$ cat src/rtl/key_debouncer.sv
// Push-button conditioner: synchronizes an active-low key and
// debounces it into a clean active-high press level.
module key_debouncer #(
  parameter int unsigned DEBOUNCE_CYCLES = 4,
  parameter int unsigned CNT_W           = 20
) (
  input  logic clk,
  input  logic reset,
  input  logic key,
  output logic w,
  output logic busy
);

  typedef enum logic [1:0] {
    RELEASED,
    PRESS_WAIT,
    PRESSED,
    RELEASE_WAIT
  } state_e;

  // Last count of a qualification window.
  localparam logic [CNT_W-1:0] CNT_LAST =
    CNT_W'(DEBOUNCE_CYCLES - 1);

  logic             raw;
  logic             s1_q;
  logic             s2_q;
  state_e           state_q;
  logic [CNT_W-1:0] cnt_q;
  logic             w_q;
  logic             busy_q;

  assign raw  = ~key;
  assign w    = w_q;
  assign busy = busy_q;

  // Two-flop synchronizer on the inverted key.
  always_ff @(posedge clk or negedge reset) begin
    if (!reset) begin
      s1_q <= 1'b0;
      s2_q <= 1'b0;
    end else begin
      s1_q <= raw;
      s2_q <= s1_q;
    end
  end

  // Debounce FSM; w and busy load the decode of the next state.
  always_ff @(posedge clk or negedge reset) begin
    if (!reset) begin
      state_q <= RELEASED;
      cnt_q   <= '0;
      w_q     <= 1'b0;
      busy_q  <= 1'b0;
    end else begin
      case (state_q)
        RELEASED: begin
          if (s2_q) begin
            state_q <= PRESS_WAIT;
            cnt_q   <= '0;
            busy_q  <= 1'b1;
          end
        end
        PRESS_WAIT: begin
          if (!s2_q) begin
            state_q <= RELEASED;
            busy_q  <= 1'b0;
          end else if (cnt_q == CNT_LAST) begin
            state_q <= PRESSED;
            w_q     <= 1'b1;
            busy_q  <= 1'b0;
          end else begin
            cnt_q <= cnt_q + CNT_W'(1);
          end
        end
        PRESSED: begin
          if (!s2_q) begin
            state_q <= RELEASE_WAIT;
            cnt_q   <= '0;
            busy_q  <= 1'b1;
          end
        end
        RELEASE_WAIT: begin
          if (s2_q) begin
            state_q <= PRESSED;
            busy_q  <= 1'b0;
          end else if (cnt_q == CNT_LAST) begin
            state_q <= RELEASED;
            w_q     <= 1'b0;
            busy_q  <= 1'b0;
          end else begin
            cnt_q <= cnt_q + CNT_W'(1);
          end
        end
        default: begin
          state_q <= RELEASED;
          w_q     <= 1'b0;
          busy_q  <= 1'b0;
        end
      endcase
    end
  end

endmodule

$ cat config.mk
export PLATFORM = sky130hd
export DESIGN_NAME = key_debouncer
export DESIGN_NICKNAME = d
export VERILOG_FILES = /design/src/rtl/key_debouncer.sv
export SDC_FILE = /design/constraint.sdc
export NUM_CORES = 1
export LEC_CHECK = 0
export CORE_UTILIZATION = 30
export CTS_CLUSTER_DIAMETER = 200
export DETAILED_ROUTE_END_ITERATION = 8
export SLEW_MARGIN = 20
export SYNTH_ARGS = -nofsm -noshare
export SYNTH_HDL_FRONTEND = slang
export SYNTH_SLANG_ARGS = --single-unit
export TNS_END_PERCENT = 10
$ cat constraint.sdc
create_clock -name clk -period 1.95 [get_ports clk]
set_input_delay 0.195 -clock clk [delete_from_list [all_inputs] [get_ports clk]]
set_output_delay 0.195 -clock clk [all_outputs]
set_load 0.01 [all_outputs]
# == Word-level counts from Yosys, hierarchy flattened ==
# Cells that the tools add are included.
# word_totals
word_cells,50
in_bits,3
out_inout_bits,2
regBits,26
# op_classes
addsub,1
n_eq_ne,12
reduce_logical,6
muxes,24
n_bitwise,1
# op_table
op,count
2-to-1 mux 20 bit,5
one-hot mux 20 bit (4 select lines),1
"adder 20 x 1 -> 20 bit, second input constant",1
"== test 20 x 2 -> 1 bit, second input constant",1
2-to-1 mux 2 bit,6
"!= test 2 bit, second input constant",6
2-to-1 mux 1 bit,9
one-hot mux 2 bit (4 select lines),1
AND reduction 4 bit,2
"!= test 3 bit, second input constant",2
AND reduction 5 bit,1
"== test 2 bit, second input constant",2
one-hot mux 1 bit (4 select lines),1
"== test 2 x 1 -> 1 bit, second input constant",1
logical NOT 2 bit,1
one-hot mux 1 bit (2 select lines),1
AND reduction 2 bit,1
nonzero test 2 bit,1
NOT 1 bit,1

# == Depth between registers and ports, before layout ==
# logic_depth
depth_word,4
depth_mapped,8
mapped_depth_nobuf,6

# == Least setup slack after synthesis ==
# No wires, ideal clock.
# synth_path
path_kind,register -> register
start,reg cnt_q[0]
end,reg cnt_q[5]
path_stages_with_launch,9
required_ps,1868
t_arrival_ps,1717
setup_time_ps,82
slack_ps,152
period_less_slack_ps,1798
path_buffers,2
path_cell_list,dfrtp_1 > ha_1 > nor4b_2 > and3_2 > a21oi_2 > buf_6 > buf_4 > nand2_1 > a31oi_1
# synth_via
elab_chain_len,4
word_cells_on_any_way,6
classes_between,1 x add/sub; 1 x eq/ne; 4 x mux
# synth_lines
element,line,rtl
from (decl),29,logic [CNT_W-1:0] cnt_q;
from (signal assigned),73,cnt_q <= cnt_q + CNT_W'(1);
from (signal assigned),92,cnt_q <= cnt_q + CNT_W'(1);
adder 20 x 1 -> 20 bit or == test 20 x 2 -> 1 bit (tied branches),--,
2-to-1 mux 20 bit (*),"68, 87",
"2-to-1 mux 20 bit, on equally long branches","84, 65",
one-hot mux 20 bit (4 select lines) (*),56,case (state_q)
# Mark *: on every way between the ends. The rest lies on a longest branch, timed or not. The select of a mux whose other input is x is not followed.
# A chain may end at the register's enable or synchronous reset.

# == Worst setup path in the final report ==
# layout_path
start,reg cnt_q[15]
end,reg cnt_q[9]
# layout_via
elab_chain_len,4
word_cells_on_any_way,5
classes_between,1 x eq/ne; 4 x mux
# layout_lines
element,line
== test 20 x 2 -> 1 bit (*),"68, 87"
2-to-1 mux 20 bit (*),--
"2-to-1 mux 20 bit, on equally long branches",--
one-hot mux 20 bit (4 select lines) (*),--
# Marks and branches as above.

==> out/results.txt <==
commonest cells in the netlist: 26 x dfrtp_1, 16 x a21oi_1, 13 x nand3_1, 11 x a31oi_1, 11 x nand2_1
number of top-level pins: 5
Max Buffers Root-to-Sink: 2
library cell with the highest instance count after synthesis: dfrtp_1
worst-case setup slack after placement: 74.9 ps
final period utilization: 95.0%
setup skew after layout: 3.19 ps
area inside the core boundary: 4720 µm²
max-cap violation count: 0
endpoint of the most critical register-to-register path: cnt_q[9]$_DFFE_PN0P_
# diodes: 0
EDFF count, synth: 0
proportion of layout cells with a drive suffix above 1: 24.2%
area leader, netlist: dfrtp_1
hold_ws: 289 ps
fraction of registers with async set/reset: 100%
path type of the worst min-delay path: primary input to asynchronous set/reset pin
synth top area cells: dfrtp_1 44%, a21oi_1 5.4%, a31oi_1 4.7%, nand3_1 4.4%, and3_1 3.4%
row cnt: 25
area fraction of the dominant cell type after synthesis: 44.0%
Worst R2R Setup Slack: 100 ps
overall fraction of global-route tracks in use: 14.0%
via count: 1245
Worst VDD drop: 0.522 mV
final worst-path setup slack: 98.4 ps
Netlist Area Pre-Place: 1480 µm²
Fin Setup TNS: 0 ps
vias in the first global route: 1199
buffer type at the clock tree root: clkbuf_8
top cell family by delay on the critical path: simple AND/OR/NAND/NOR gates
Sinks on Clock Net: 26
worst path required time: 2110 ps
total of flip-flops plus latches after synthesis: 26
setup-violating endpoint count in the final report: 0
GRT overflow: 0
number of DRC markers in iteration 0: 91
H-Tree Depth: 1
number of nets at the end of the flow: 183
Critical Path Sink Type: register
Post-DP HPWL: 2370 µm
Post-Place Cell Area: 1710 µm²
kind of critical path: register to register
drt first pass iters: 4
Final Critical Period: 1850 ps
routed vias/inst: 5.08
Remaining DRCs: 0
area growth from synthesis to layout: 19.6%
R2R Path Start: cnt_q[15]$_DFFE_PN0P_
setup repair after global routing missed its margin: false
FF-to-FF path depth: 6
number of antenna violations at the first check in global routing: 0
Hold Fails Final Rpt: 0
clock buffer count from CTS: 3
type of origin of the critical path: register
clock latency at the later pin of the worst-skew pair: 270 ps
average detailed-routed wire length per instance: 13.7 µm
cell-by-cell listing of the critical path: nor4_1 -> and2_2 -> a21oi_2 -> buf_12 -> and3_1 -> a221o_1
Slew HR: 74.6%
area enclosed by the die boundary: 5210 µm²
highest net fanout along the worst path: 32
Antenna Nets Post-Route: 0
register area share after synthesis: 44.0%
cell with the largest stage delay on the worst path: dfrtp_1
number of pins exceeding their max-slew limit in the final report: 0
Unique masters post-synth: 40
clock tree from TritonCTS: yes
crit-path max cell delay: 420 ps
highest clock frequency the design can meet: 0.540 GHz
final design utilization: 37.5%
Post-Syn Area per Cell: 9.48 µm²
Pleak: 0.767 nW
Die Width: 72.2 µm
total non-filler cell area in the finished layout: 1770 µm²
leading register cell type out of synthesis: dfrtp_1
Initial Utilization: 31.3%
number of buffers inserted by hold repair at cts: 0
final WL: 3350 µm
Critical Path AT: 2010 ps
Gate Count Post-Synth: 156
status: complete, no violations
syn_nets: 160
height of the die: 72.2 µm
transition time of the tightest slew-check pin: 378 ps
global placer's final weighted congestion: 0.773
maximum number of pins on one net before global-route repair: 33
count of synthesis-stage warnings from yosys: 0
Pwr Density: 986 nW/µm²
clock slew at reported path FFs: 90 ps
total buffers and inverters traversed by the critical path: 1
first-pass GRT wire length: 5660 µm
Port Buffers: 4
[placed cells by master (no fill, tap or decap), types with 2 or more instances in the layout]
master           instances
a21oi_1                 16
or3_4                    2
a31oi_1                 11
nand2_1                 11
buf_4                   20
a221o_1                  2
clkdlybuf4s50_1          4
nand4_1                  4
clkbuf_8                 4
and3_1                   8
and4_1                   2
nor3_1                   3
dfrtp_1                 26
nand2b_1                 3
nor4_1                   3
nand3_1                 13
inv_1                    4
nor2_1                   8
o21ai_0                  9
[where the power goes]
group          total (W)  internal, W  switching, W  leakage (nW)
clock network   0.000349     0.000181      0.000169        0.0288
registers       0.000677     0.000608     0.0000692         0.345
logic           0.000717     0.000289      0.000428         0.393
total            0.00174      0.00108      0.000666         0.767
[worst max-delay path by stage]
stage | slack (ps) | end | start | depth (start not counted)
4_1_cts | 40 | cnt_q[2]$_DFFE_PN0P_ | cnt_q[0]$_DFFE_PN0P_ | 7
6_report | 100 | cnt_q[9]$_DFFE_PN0P_ | cnt_q[15]$_DFFE_PN0P_ | 6
3_3_place_gp | 70 | cnt_q[2]$_DFFE_PN0P_ | cnt_q[0]$_DFFE_PN0P_ | 7
3_5_place_dp | 70 | cnt_q[2]$_DFFE_PN0P_ | cnt_q[0]$_DFFE_PN0P_ | 7
2_1_floorplan | 150 | cnt_q[5]$_DFFE_PN0P_ | cnt_q[0]$_DFFE_PN0P_ | 8
5_1_grt | 20 | cnt_q[14]$_DFFE_PN0P_ | cnt_q[6]$_DFFE_PN0P_ | 6
[layout make-up]
| cell class | count | area, µm² |
|---|---|---|
| multi-input combinational | 118 | 751 |
| sequential | 26 | 651 |
| fill | 482 | 2950 |
| inverter | 5 | 18.8 |
| clock buffer | 4 | 55.1 |
| tap | 67 | 83.8 |
| timing repair buffer | 25 | 210 |
[worst register-to-register path, cell delays in order, from the launching register on]
cell and delay [ps]:
dfrtp_1 420, nor4_1 390, and2_2 260, a21oi_2 80, buf_12 160, and3_1 170
a221o_1 260
[per-layer routing]
metal | vias up | share of wire, % | GRT usage, %
met1 | 593 | 53 | 20.0
met2 | 23 | 44 | 21.6
met3 | 0 | 3.3 | 3.75
met4 | 0 | 0 | 1.96
met5 | - | 0 | 0
li1 | 629 | - | -
[stage by stage]
step	power (W)	cells
CTS	0.00176	245
global route	0.00186	245
detailed placement	0.00139	241
global placement	0.00139	241
floorplan	0.00118	156
finish	0.00174	245
[kinds of logic (layout without fill, tap and decap cells)]
kind of cell | count (synthesis) | count (layout) | share of synthesized area, %
buffers and inverters | 12 | 34 | 5.84
AO/OA/AOI/OAI | 48 | 48 | 20.9
AND/OR/NAND/NOR | 67 | 67 | 26.6
XOR/XNOR | 1 | 1 | 1.10
flip-flops | 26 | 26 | 44.0
adder cells (fa/ha/maj) | 1 | 1 | 0.846
multiplexers | 1 | 1 | 0.761
[sequential cells by signal, summed over array words and instances (netlist names), named ones only]
register,flops
cnt_q,20
busy,1
s1_q,1
s2_q,1
state_q,1
w,1
[repair_timing]
item / 4_1_cts / 5_1_grt
resized for setup: 0 / 2
buffers inserted: 0 / 0
hold endpoints to repair: 0 / 0
endpoints found under the setup margin: 0 / 4
No activity file was read; power rests on OpenSTA's default activity.
